==> src/rtl/sm_add_pipe.sv <==
// Two-stage pipelined sign-magnitude adder with valid/ready on both sides.
// Stage 1 registers the operands already ordered by magnitude (big/small)
// together with the effective operation. Stage 2 runs a ripple-carry add or
// subtract, resolves the sign, forces -0 to +0 and flags magnitude overflow.
// Optional build macro SM_ADD_SAT_EN: saturate the magnitude on add overflow
// instead of wrapping it.
module sm_add_pipe #(
  parameter int unsigned N = 8
) (
  input  logic         clk,
  input  logic         rst,
  input  logic         in_valid,
  output logic         in_ready,
  input  logic [N-1:0] a,
  input  logic [N-1:0] b,
  output logic         out_valid,
  input  logic         out_ready,
  output logic [N-1:0] s,
  output logic         ovf
);

  localparam int unsigned M = N - 1;  // magnitude width

  logic         s1_valid_q, s1_valid_d;
  logic [M-1:0] s1_big_q, s1_big_d;
  logic [M-1:0] s1_small_q, s1_small_d;
  logic         s1_sign_q, s1_sign_d;
  logic         s1_sub_q, s1_sub_d;

  logic         s2_valid_q, s2_valid_d;
  logic [N-1:0] s2_sum_q, s2_sum_d;
  logic         s2_ovf_q, s2_ovf_d;

  logic         s2_adv;
  logic         in_fire;

  logic [M-1:0] rca_b;
  logic [M-1:0] rca_sum;
  logic [M:0]   carry;
  logic         add_ovf;
  logic [M-1:0] mag_res;

  // Stage 2 can take new data when empty or when its result is being consumed.
  assign s2_adv   = !s2_valid_q || out_ready;
  assign in_ready = !s1_valid_q || s2_adv;
  assign in_fire  = in_valid && in_ready;

  // Stage 1 next state: order operands by magnitude; ties keep A as the larger.
  always_comb begin
    s1_valid_d = s1_valid_q;
    s1_big_d   = s1_big_q;
    s1_small_d = s1_small_q;
    s1_sign_d  = s1_sign_q;
    s1_sub_d   = s1_sub_q;
    if (in_fire) begin
      s1_valid_d = 1'b1;
      s1_sub_d   = a[N-1] ^ b[N-1];
      if (b[M-1:0] > a[M-1:0]) begin
        s1_big_d   = b[M-1:0];
        s1_small_d = a[M-1:0];
        s1_sign_d  = b[N-1];
      end else begin
        s1_big_d   = a[M-1:0];
        s1_small_d = b[M-1:0];
        s1_sign_d  = a[N-1];
      end
    end else if (s2_adv) begin
      s1_valid_d = 1'b0;
    end
  end

  // Ripple-carry datapath; subtract is big + ~small + 1, which never goes
  // negative because big >= small.
  always_comb begin
    rca_b    = s1_sub_q ? ~s1_small_q : s1_small_q;
    carry    = '0;
    carry[0] = s1_sub_q;
    rca_sum  = '0;
    for (int i = 0; i < int'(M); i++) begin
      rca_sum[i]   = s1_big_q[i] ^ rca_b[i] ^ carry[i];
      carry[i+1]   = (s1_big_q[i] & rca_b[i]) | (carry[i] & (s1_big_q[i] ^ rca_b[i]));
    end
  end

  // Overflow only exists on the add path; the subtract carry-out is discarded.
  always_comb begin
    add_ovf = !s1_sub_q && carry[M];
`ifdef SM_ADD_SAT_EN
    mag_res = add_ovf ? '1 : rca_sum;
`else
    mag_res = rca_sum;
`endif
  end

  // Stage 2 next state: load the result and force the sign of a zero magnitude to +.
  always_comb begin
    s2_valid_d = s2_valid_q;
    s2_sum_d   = s2_sum_q;
    s2_ovf_d   = s2_ovf_q;
    if (s2_adv) begin
      s2_valid_d = s1_valid_q;
      if (s1_valid_q) begin
        s2_sum_d = {(mag_res != '0) && s1_sign_q, mag_res};
        s2_ovf_d = add_ovf;
      end
    end
  end

  // Pipeline registers; reset discards everything in flight.
  always_ff @(posedge clk or posedge rst) begin
    if (rst) begin
      s1_valid_q <= 1'b0;
      s1_big_q   <= '0;
      s1_small_q <= '0;
      s1_sign_q  <= 1'b0;
      s1_sub_q   <= 1'b0;
      s2_valid_q <= 1'b0;
      s2_sum_q   <= '0;
      s2_ovf_q   <= 1'b0;
    end else begin
      s1_valid_q <= s1_valid_d;
      s1_big_q   <= s1_big_d;
      s1_small_q <= s1_small_d;
      s1_sign_q  <= s1_sign_d;
      s1_sub_q   <= s1_sub_d;
      s2_valid_q <= s2_valid_d;
      s2_sum_q   <= s2_sum_d;
      s2_ovf_q   <= s2_ovf_d;
    end
  end

  assign out_valid = s2_valid_q;
  assign s         = s2_sum_q;
  assign ovf       = s2_ovf_q;

endmodule

==> config.mk <==
export PLATFORM = sky130hd
export DESIGN_NAME = sm_add_pipe
export DESIGN_NICKNAME = d
export VERILOG_FILES = /design/src/rtl/sm_add_pipe.sv
export SDC_FILE = /design/constraint.sdc
export NUM_CORES = 1
export LEC_CHECK = 0
export ABC_AREA = 1
export BUFFER_PORTS_ARGS = -buffer_cell sky130_fd_sc_hd__buf_2
export CAP_MARGIN = 20
export CORE_ASPECT_RATIO = 0.8
export CORE_MARGIN = 2
export CORE_UTILIZATION = 50
export DETAILED_ROUTE_END_ITERATION = 16
export PLACE_DENSITY_LB_ADDON = 0.15
export SETUP_SLACK_MARGIN = 0.5
export SLEW_MARGIN = 20
export SYNTH_ARGS = -nofsm -noshare
export SYNTH_HDL_FRONTEND = slang
export SYNTH_SLANG_ARGS = --single-unit
==> constraint.sdc <==
create_clock -name clk -period 8.9 [get_ports clk]
set_clock_uncertainty 0.05 [all_clocks]
set_input_delay 1.78 -clock clk [delete_from_list [all_inputs] [get_ports clk]]
set_output_delay 1.78 -clock clk [all_outputs]
set_load 0.05 [all_outputs]
# Word level (Yosys, flattened, before mapping)

Cells that the tools add are included.

Order comparisons: 1
Muxes and demuxes: 6
Bitwise gates (word level): 37
Reductions and logical operators: 11

Operators by type and width:

| kind                          | count |
|---|---|
| 7-bit two-way mux             | 3 |
| 1-bit bitwise XOR             | 15 |
| 1-bit AND                     | 14 |
| 7-bit greater-than comparator | 1 |
| 7-bit inverter                | 1 |
| 1-bit bitwise OR              | 7 |
| 7-bit nonzero test            | 1 |
| 1-bit logical AND             | 3 |
| 1-bit logical NOT             | 3 |
| 1-bit two-way mux             | 3 |
| 1-bit logical OR              | 2 |
| 2-bit AND reduction           | 1 |
| 2-bit nonzero test            | 1 |

Register bits: 27
Input port bits: 20
Output and inout port bits: 11
Logic and storage cells: 63

# Depth between registers and ports, before layout

Word-level depth: 18
Gate-level depth with buffers: 17

# Least setup slack after synthesis

Ideal clock, no wire load.

Path type: input to output
Start: input out_ready
End: output in_ready
Arrival time: 2.254 ns
Setup slack: 4.816 ns
Stages on the path: 2
Buffers on the path: 0
Cell sequence: inv_1 -> nand3_1

Word-level cells in the longest chain between the ends: 2

RTL lines:

| item             | line | source |
|---|---|---|
| start, declared  | 17   | `input logic out_ready,` |
| 1-bit logical OR | 44   | `assign s2_adv = !s2_valid_q \|\| out_ready;` |
| 1-bit logical OR | 45   | `assign in_ready = !s1_valid_q \|\| s2_adv;` |
| end, declared    | 13   | `output logic in_ready,` |

No other way between the ends.

# Final worst setup path

Same ends and word-level chain as after synthesis.

==> metrics <==
most frequent cells in the layout=nand2_1 (62), inv_1 (34), buf_2 (30), nand3_1 (29), dfrtp_1 (27); Worst EP arrival=2.28 ns; # resized after CTS=0; boundary pin count=31; placed instance count=282; CTS root buf=clkbuf_8; Tcrit/Tclk final=0.462; Adder-Cell Fraction of Synth Area=0.120; CP dominant cell by count=buf_2; hpwl dp=2.58 mm; CP Launch Type=input pin; number of buffers added on ports=30; multiplexer share of the synthesized area=0; Least-Margin Pin Slew=slightly below 0.5 ns; final setup violation count=0; Critical Path Fanout Max=3; post-route cell area=1960 um^2; area of the multi-input gates=roughly 900 um^2; Synth cell types=22; Slowest cell on crit path=buf_2; Non-Filler Instances=approximately 290; cell family with most CP delay=buffers and inverters; most common cell after layout, fill and taps aside=nand2_1; simple-gate share of the synthesized area=0.322; GR met3 Demand/Resource=0.0449; # hold bufs at CTS=0; Pwr Density=around 250 nW/um^2; Critical path origin=out_ready; via/cell ratio=approximately 4.8; Die Ht=56.5 um; routed len/inst=between 10 and 15 um; Synth Warn #=0; Max Clock Freq=~240 MHz; Clock Sinks=27; max-slew violations=0; largest net degree at the start of global routing=28; global-route met2 utilization=0.282; post-synthesis sequential area ratio=0.392; CP Cell Sequence=buf_2 -> inv_1 -> nand3_1 -> buf_2; Crit path buffers/inverters=3; critical path type=in -> out; routability-driven placement congestion ratio=0.760; Std-Cell Rows=19; max_cap viols=0; Total Wirelength=3.21 mm; Initial Util=0.511; Post-Syn Nets=250; main combinational cell family by area after synthesis=simple AND/OR/NAND/NOR gates; layout cell share with drive strength beyond 1=0.216; leak pwr=roughly 1.1 nW; DR iter-0 viols=just over 50; HP Start=s[3]; CTS buffer count=3; Pre-antenna DRT Iters=5; total gr overflow=0; max_slew headroom=0.679; Area growth syn-to-layout=13.8%; setup TNS=0 ns; worst r2r src=s1_sub_q; total number of vias=roughly 1.4k; GR peak layer=met2; antenna cell count=0; Worst Path Required=approximately 7.1 ns; outcome=complete, no violations; GRT Resource Usage Total=0.181; first-pass GRT wire length=approximately 5.7 mm; CTS H-tree depth=1; worst vdd ir=~0.00019 V; Synth Cell Area=1720 um^2; critical path endpoint category=output pin; min Tclk post-route=4.11 ns; Post-CTS Repair Setup Buffers=0; Hold WC Path Type=reg -> reg; Synth Register Bits=27; post-synthesis area per instance=slightly below 8 um^2; Routed Antenna Nets=0; nets=279; met1 usage=0.264; cells after synthesis=217; Core ar.=about 3400 um^2; Clock Latency Late Sink=0.28 ns; CTS tree=yes; dpl cell area=1890 um^2; number of global-route vias before repair=between 1k and 1.5k; clock buffer depth=2; initial antenna violation count=0; Final Hold Viols=0; FILL cells=317; Compound-Gate Fraction of Synth Area=0.0370; post-synthesis xor/xnor area fraction=0.0305; Die W=~70 um; clock-pin slew on the worst setup and hold paths=~0.08 ns; full die area=between 3000 and 4000 um^2; fin util=0.581; CP max stage delay=approximately 0.28 ns; sequential cell area=slightly below 700 um^2; DR DRC count=0; unrepaired setup endpoints after global routing=false
[metrics by stage]
stage	hold WS [ns]	total power [mW]	worst slack, ns
floorplan	0.399	0.363	4.82
global placement	0.414	0.415	4.80
detailed placement	0.417	0.416	4.79
CTS	0.441	0.489	4.79
global route	0.466	0.528	4.74
finish	0.437	0.484	4.79
[final timing paths]
check                           end  slack (ns)  depth (start not counted)
setup reg to reg               s[7]        5.29                         16
max in group asynchronous      s[4]        6.93                          3
setup / recovery           in_ready        4.79                          4
hold reg to reg                s[3]        0.44                          2
min in group asynchronous      s[3]        1.44                          2
hold / removal                 s[3]        0.44                          2
[sequential cells by signal, summed over array words and instances (netlist names)]
name        count
s               8
s1_big_q        7
s1_small_q      7
out_valid       1
ovf             1
s1_sign_q       1
s1_sub_q        1
s1_valid_q      1
[cell families after synthesis]
| group | count (synthesis) |
|---|---|
| AO/OA/AOI/OAI | 12 |
| XOR/XNOR | 6 |
| adder cells (fa/ha/maj) | 13 |
| buffers and inverters | 41 |
| flip-flops | 27 |
| AND/OR/NAND/NOR | 118 |
[worst min-delay path, cell delays in order (launching register included)]
cell	delay, ns
dfrtp_1	0.35
nand2_1	0.05
nand2_1	0.06
[synthesized netlist by cell type]
library cell / instances / area (um^2)
nand4_1: 1 / 6.26
dfrtp_1: 27 / 676
o21ai_0: 10 / 50.1
nand2_4: 2 / 22.5
a21oi_1: 1 / 5.00
nand4_4: 1 / 21.3
nand3_1: 29 / 145
clkbuf_1: 2 / 7.51
buf_4: 1 / 7.51
a21oi_2: 1 / 8.76
nand2_1: 62 / 233
nor2_1: 8 / 30.0
xor2_1: 2 / 17.5
fa_1: 6 / 120
inv_1: 34 / 128
xnor2_1: 4 / 35.0
buf_6: 1 / 11.3
nand2_2: 13 / 81.3
ha_1: 7 / 87.6
nor3_1: 1 / 5.00
nor2_4: 1 / 11.3
buf_2: 3 / 15.0
[metal layers]
metal	up-vias	part of all wire
met3	2	0.056
met1	631	0.50
met2	30	0.43
met4	0	0.0053
met5	-	0
li1	726	-
[area by class of cell]
cell class | count | area share
Multi-Input combinational cell | 149 | 0.448
Sequential cell | 27 | 0.344
Timing Repair Buffer | 31 | 0.0906
Inverter | 34 | 0.0651
Tap cell | 42 | 0.0268
Clock buffer | 3 | 0.0210
Clock inverter | 1 | 0.00383
[power breakdown]
| group | internal (mW) | leakage (nW) | total (mW) | switching (mW) |
|---|---|---|---|---|
| logic | 0.0722 | 0.743 | 0.235 | 0.163 |
| registers | 0.157 | 0.327 | 0.179 | 0.0219 |
| clock network | 0.0318 | 0.0217 | 0.0697 | 0.0379 |
| total | 0.261 | 1.09 | 0.484 | 0.223 |
(Power assumes the default switching activity.)
